### src/rtl/mem_pkg.sv
// Shared types for the memory-access stage: access FSM states and
// the doubleword alignment constant.
package mem_pkg;

    typedef enum logic [1:0] {
        ST_IDLE = 2'd0,
        ST_WAIT = 2'd1,
        ST_DONE = 2'd2
    } state_t;

    // Addresses are doubleword aligned: the low OFFSET_BITS bits are dropped.
    localparam int OFFSET_BITS = 3;

endpackage

### src/rtl/access_timer.sv
// Up-counter for the WAIT phase; expired is raised once the count reaches
// TIMEOUT-1, which is the last WAIT cycle an ack is still waited for.
module access_timer #(
    parameter int TIMEOUT = 16
) (
    input  logic clk,
    input  logic reset,
    input  logic clear,
    input  logic enable,
    output logic expired
);

    localparam int W = (TIMEOUT > 1) ? $clog2(TIMEOUT) : 1;
    localparam logic [W-1:0] LAST = W'(TIMEOUT - 1);

    logic [W-1:0] count;

    always_ff @(posedge clk or negedge reset) begin
        if (!reset) begin
            count <= '0;
        end else if (clear) begin
            count <= '0;
        end else if (enable) begin
            count <= count + 1'b1;
        end
    end

    assign expired = (count == LAST);

endmodule

### src/rtl/memory_access.sv
// Pipeline memory stage: issues one data-memory access per load/store,
// stalls upstream until ack or timeout, and resolves the branch select.
//
// state   | meaning
// --------+-----------------------------------------------------------
// IDLE    | no access in flight; a load/store launches one
// WAIT    | request on the bus, waiting for dm_ack or timeout
// DONE    | completion cycle; stall released, nothing new starts
module memory_access
    import mem_pkg::*;
#(
    parameter int N       = 64,
    parameter int TIMEOUT = 16
) (
    input  logic         clk,
    input  logic         reset,
    input  logic         MemRead_M,
    input  logic         MemWrite_M,
    input  logic         Branch_M,
    input  logic         zero_M,
    input  logic [N-1:0] aluResult_M,
    input  logic [N-1:0] writeData_M,
    output logic         PCSrc_M,
    output logic [N-1:0] readData_M,
    output logic         stall_M,
    output logic         err_M,
    output logic         dm_req,
    output logic         dm_we,
    output logic [N-1:0] dm_addr,
    output logic [N-1:0] dm_wdata,
    input  logic         dm_ack,
    input  logic [N-1:0] dm_rdata
);

    localparam logic [N-1:0] ALIGN_MASK = ~((N'(1) << OFFSET_BITS) - N'(1));

    state_t state;
    logic   mem_op;
    logic   timer_clear;
    logic   timer_en;
    logic   timer_expired;

    assign mem_op  = MemRead_M | MemWrite_M;
    assign PCSrc_M = Branch_M & zero_M;
    assign dm_req  = (state == ST_WAIT);
    assign stall_M = ((state == ST_IDLE) & mem_op) | dm_req;

    // Timer only runs inside WAIT and restarts from zero on every entry.
    assign timer_en    = (state == ST_WAIT);
    assign timer_clear = (state != ST_WAIT) | dm_ack;

    access_timer #(
        .TIMEOUT(TIMEOUT)
    ) u_timer (
        .clk    (clk),
        .reset  (reset),
        .clear  (timer_clear),
        .enable (timer_en),
        .expired(timer_expired)
    );

    always_ff @(posedge clk or negedge reset) begin
        if (!reset) begin
            state      <= ST_IDLE;
            dm_we      <= 1'b0;
            dm_addr    <= '0;
            dm_wdata   <= '0;
            readData_M <= '0;
            err_M      <= 1'b0;
        end else begin
            case (state)
                ST_IDLE: begin
                    if (mem_op) begin
                        dm_addr  <= aluResult_M & ALIGN_MASK;
                        dm_wdata <= writeData_M;
                        dm_we    <= MemWrite_M;
                        state    <= ST_WAIT;
                    end
                end
                ST_WAIT: begin
                    // An ack arriving on the timeout cycle still completes normally.
                    if (dm_ack) begin
                        if (!dm_we) begin
                            readData_M <= dm_rdata;
                        end
                        state <= ST_DONE;
                    end else if (timer_expired) begin
                        readData_M <= '0;
                        err_M      <= 1'b1;
                        state      <= ST_DONE;
                    end
                end
                ST_DONE: begin
                    state <= ST_IDLE;
                end
                default: begin
                    state <= ST_IDLE;
                end
            endcase
        end
    end

endmodule

### config.mk
export PLATFORM = sky130hd
export DESIGN_NAME = memory_access
export DESIGN_NICKNAME = d
export VERILOG_FILES = /design/src/rtl/mem_pkg.sv /design/src/rtl/access_timer.sv /design/src/rtl/memory_access.sv
export SDC_FILE = /design/constraint.sdc
export NUM_CORES = 1
export LEC_CHECK = 0
export BUFFER_PORTS_ARGS = -buffer_cell sky130_fd_sc_hd__buf_2
export CAP_MARGIN = 10
export CORE_AREA = 2 2 154 156
export CTS_CLUSTER_DIAMETER = 30
export DETAILED_ROUTE_END_ITERATION = 10
export DIE_AREA = 0 0 156 158
export MAX_ROUTING_LAYER = met4
export SYNTH_ARGS = -nofsm -noshare
export SYNTH_HDL_FRONTEND = slang
export SYNTH_SLANG_ARGS = --single-unit
### constraint.sdc
create_clock -name clk -period 1.95 [get_ports clk]
set_clock_uncertainty 0.15 [all_clocks]
set_input_delay 0.39 -clock clk [delete_from_list [all_inputs] [get_ports clk]]
set_output_delay 0.39 -clock clk [all_outputs]
set_load 0.1 [all_outputs]
### Word level (Yosys, flattened, before mapping)

Cells that the tools add are included.

| storage, ports and cells | value |
|---|---|
| output and inout port bits | 197 |
| input bits | 199 |
| register bits after elaboration | 197 |
| word-level logic and storage cells | 36 |

| cells by class | value |
|---|---|
| reductions and logical operators | 7 |
| eq/ne operators | 6 |
| add/subtract/negate cells | 1 |
| bitwise gates (word level) | 6 |
| muxes and demuxes | 9 |

Operator list:

| kind | number |
|---|---|
| $mux W64 | 3 |
| $mux W4 | 2 |
| $mux W2 | 3 |
| $reduce_and A3 Y1 | 2 |
| $add A4 B1 Y4 const B | 1 |
| $eq A4 B4 Y1 const B | 1 |
| $ne A2 B2 Y1 const B | 2 |
| $pmux W2 S2 | 1 |
| $reduce_and A2 Y1 | 2 |
| $reduce_bool A2 Y1 | 2 |
| $ne A3 B1 Y1 const B | 1 |
| $or A1 B1 Y1 | 3 |
| $and A1 B1 Y1 | 2 |
| $eq A2 B1 Y1 const B | 1 |
| $logic_not A2 Y1 | 1 |
| $ne A2 B1 Y1 const B | 1 |
| $not A1 Y1 | 1 |

### Logic depth before layout (Yosys ltp)

| logic depth | value |
|---|---|
| depth in word-level cells | 4 |
| depth in mapped cells | 6 |
| mapped depth without buffers | 4 |

### Cells and area by module

Synthesis repeated with hierarchy kept, for this count alone.

| unflattened totals | value |
|---|---|
| cell total of the unflattened synthesis | 575 |
| area total of the unflattened synthesis | 8151.6 um^2 |

Modules (own cells, without submodules):

| module | area an instance (um^2) | times used | cells an instance |
|---|---|---|---|
| memory_access | 7952.6 | 1 | 558 |
| access_timer | 198.9 | 1 | 17 |

### Least setup slack after synthesis

OpenSTA, ideal clock, no wires.

| path | value |
|---|---|
| path kind | register -> register |
| start point | register dm_we |
| end point | register readData_M[10] |
| cell stages (with the launch flop) | 6 |
| arrival | 1.801 ns |
| clock period less this slack | 2.033 ns |
| path slack | -0.083 ns |
| data required time | 1.717 ns |
| cell sequence | dfrtp_1 -> nand4bb_1 -> buf_2 -> clkbuf_1 -> nand2_1 -> o21ai_0 |

| between the ends | value |
|---|---|
| cells in the longest elaborated chain, start to end | 2 |

Ends and longest elaborated chain:

| item | RTL line | RTL |
|---|---|---|
| from (decl) | memory_access.sv:28 | `output logic dm_we,` |
| from (signal assigned) | memory_access.sv:76 | `dm_we <= MemWrite_M;` |
| $ne A2 B2 Y1 (no source line) | n/a |  |
| $reduce_and A3 Y1 (no source line) | n/a |  |
| to (signal assigned) | memory_access.sv:84 | `readData_M <= dm_rdata;` |
| to (decl) | memory_access.sv:24 | `output logic [N-1:0] readData_M,` |

No other way between the ends.
A chain may end at the register's enable or synchronous reset.

### Final worst setup path

| path | value |
|---|---|
| start point | register state[1] |
| end point | output port stall_M |

| between the ends | value |
|---|---|
| cells in the longest elaborated chain, start to end | 3 |
| elaborated cells between the ends (all ways) | 4 |
| classes of those cells | eq/ne: 1; bitwise: 2; reduce/logical: 1 |

Ends and longest elaborated chain:

| item | RTL line | RTL |
|---|---|---|
| from (decl) | memory_access.sv:37 | `state_t state;` |
| from (signal assigned) | memory_access.sv:64 | `state <= ST_IDLE;` |
| from (signal assigned) | memory_access.sv:77 | `state <= ST_WAIT;` |
| from (signal assigned) | memory_access.sv:86 | `state <= ST_DONE;` |
| $logic_not A2 Y1 | memory_access.sv:46 | `assign stall_M = ((state == ST_IDLE) & mem_op) \| dm_req;` |
| $and A1 B1 Y1 | memory_access.sv:46 |  |
| $or A1 B1 Y1 * | memory_access.sv:46 |  |
| to (decl) | memory_access.sv:25 | `output logic stall_M,` |

Mark *: on every way between the ends. The rest lies on a longest branch, timed or not.

==> results.yml <==
status:
  status: "completed"
logic_synthesis:
  synth_common_cells: "197 x dfrtp_1, 130 x nand2_1, 75 x mux2_2"
  mappedNetlistArea_sq_um: 7800
  synthCells: 579
  avgSynthCellArea_sq_um: 13.5
  ys_warn_count: 0
  ys_seq_elements: 197
  synth.area.top_cells: "dfrtp_1 63%, mux2_2 11%, mux2_4 9.6%"
  synth_top_area_share_pct: 63.2
  async_flop_share_pct: 100
  synth_top_area_cell: "dfrtp_1"
  synth_top_flop_cell: "dfrtp_1"
  yosysSeqAreaShare_pct: 63.2
  synth-edff-count: 0
  yosysMostFrequentCell: "dfrtp_1"
  synthDistinctLibCells: 29
worst_setup_path:
  reg2reg_depth: 5
  startpoint_type: "register"
  worst-path-buf-inv: 1
  worstPathArrival_ns: 1.34
  crit_required_ns: 1.41
  end_kind: "primary output"
  regToRegEndpoint: "dm_addr[3]$_DFFE_PN0P_"
  cpMaxStageDelayCell: "dfrtp_2"
  cp_cell_sequence: "nor2_4, o21ai_2, nand2_2, buf_12"
  path_delay_family: "flip-flops"
  crit_path_max_fanout: 4
  critical_path_class: "register to primary output"
  reg2reg_slack_ns: 0.08
  r2r-start: "state[1]$_DFFE_PN0P_"
  cp_slowest_stage_delay_ns: 0.44
global_route:
  grt.total_usage_pct: 16.6
  grt_overflow_total: 0
  grt_antenna_before_repair: 0
  grt_max_degree: 65
  grt_pass1_vias: 5781
  grt_pass1_wl_mm: 31.2
sta:
  finalCritPeriodShare_pct: 96.3
  fin_crit_ns: 1.88
  slew_headroom_pct: 65.7
  maxSlewViolCount: 0
  tightestPinTransition_ns: 0.518
  setup_tns_ns: 0
  hold_viol_final: 0
  finalSetupViolCount: 0
  timing.fmax_ghz: 0.532
  whs_ns: 0.0234
  rsz0062_at_grt: "no"
route:
  drc: 0
  post_drt_wl_per_cell_microns: 15.9
  first_pass_iters: 4
  drt_wl_total_mm: 20.5
  viasPerCell: 4.53
  postRouteAntennaNets: 0
  drtIter0Drc: 322
  route.vias.total: 5852
place:
  hpwl_mm: 14.9
  gp_congestion: 0.764
  port_buffers: 389
  place_inst: 1242
clock_tree:
  cts.clk_slew.worst_paths_ns: 0.08
  cts_buffer_depth: 2
  tritoncts: "yes"
  root_buffer: "clkbuf_16"
  numCtsBuffers: 17
  clock_latency_ns: 0.42
  cts_sinks: 197
  htreeDepth: 4
min_path:
  hold_path.class: "input port to register"
  hold_end: "readData_M[13]$_DFFE_PN0P_"
  min_path_cells: 3
  hp-start: "dm_rdata[13]"
cells_and_area:
  layout.cells.non_filler: 1291
  num-nets-final: 1188
  area.growth.synth_to_final_pct: 40.0
  utilization_pct: 47.4
  diodes: 0
  drive_gt1_share_pct: 57.9
floorplanning:
  start_util_pct: 33.9
  die_x_microns: 156
  io_pins: 396
  dieArea_sq_um: 24600
  rows: 56
  die_h_microns: 158
  core_sq_um: 23100
job:
  maxCapViolCount: 0
-- kinds of logic (layout without fill, tap and decap cells) --
logic type | after synthesis | after routing | share of synthesized area, %
flops | 197 | 197 | 63.2
simple gates | 144 | 144 | 7.46
mux | 125 | 125 | 20.4
compound gates | 69 | 69 | 4.54
buf+inv | 40 | 460 | 3.96
xor+xnor | 2 | 2 | 0.225
fa+ha+maj | 1 | 1 | 0.160
other cells | 1 | 3 | 0.0481
-- placed cells by master (no fill, tap or decap), types with 3 or more instances in the layout --
cell type | synthesis | layout
o21ai_1 | 10 | 10
buf_12 | 6 | 11
buf_4 | 10 | 11
inv_6 | 0 | 5
buf_2 | 11 | 386
dfrtp_1 | 197 | 194
o21ai_0 | 56 | 55
clkbuf_16 | 0 | 17
mux2_2 | 75 | 75
dlygate4sd3_1 | 0 | 15
nor2_1 | 4 | 4
mux2_4 | 50 | 50
nand2_1 | 130 | 129
conb_1 | 1 | 3
dfrtp_2 | 0 | 3
inv_8 | 0 | 3
-- worst max-delay path by stage --
stage | startpoint | endpoint | cells after the start
finish | state[1]$_DFFE_PN0P_ | stall_M | 4
detailed placement | state[0]$_DFFE_PN0P_ | dm_wdata[0]$_DFFE_PN0P_ | 4
global route | state[1]$_DFFE_PN0P_ | stall_M | 4
CTS | state[1]$_DFFE_PN0P_ | stall_M | 4
floorplan | state[0]$_DFFE_PN0P_ | stall_M | 3
global placement | state[0]$_DFFE_PN0P_ | dm_wdata[2]$_DFFE_PN0P_ | 4
-- routing by layer --
metal / vias to the layer above / share of wire [%] / GRT usage [%]
met2: 220 / 51 / 28.2
li1: 2761 / - / -
met5: - / 0 / -
met3: 17 / 5.4 / 3.20
met4: 0 / 1.4 / 4.81
met1: 2854 / 43 / 20.4
-- worst reg2reg max path, cell delays in order (launching register included) --
cell and delay [ns]:
dfrtp_2 0.44, nor2_4 0.13, buf_4 0.13, o21a_4 0.24, buf_12 0.27, mux2_2 0.39
-- cell type report --
cell class / count / area (sq um)
fillers: 2113 / 12100
flip-flops and latches: 197 / 4930
multi-input cells: 344 / 2610
repair buffers: 426 / 2420
clock buffers: 18 / 429
well taps: 290 / 363
clock inverters: 14 / 163
inverters: 2 / 7.51
-- metrics by stage --
| step | cell area (sq um) | setup slack [ns] |
|---|---|---|
| finish | 10900 | 0.0718 |
| global route | 10900 | 0.00399 |
| CTS | 10900 | 0.0377 |
| detailed placement | 10100 | 0.0866 |
| global placement | 10100 | 0.122 |
| floorplan | 7810 | 0.103 |
-- timing repair --
item / 4_1_cts / 5_1_grt
pin swaps: 2 / 1
gates resized for setup: 7 / 4
buffers inserted: 2 / 0
hold endpoints to repair: 45 / 0
endpoints found under the setup margin: 2 / 4
hold buffers: 15 / 0
-- registers in the layout, indices dropped and copies added, names as in the netlist --
| name | cells |
|---|---|
| dm_we | 1 |
| dm_wdata | 64 |
| readData_M | 64 |
| u_timer.count | 4 |
| state | 2 |
| dm_addr | 61 |
| err_M | 1 |
Power is left out: the tool's default activity adds up to more than one toggle a clock period on the data nets, which glitch-free logic cannot reach.
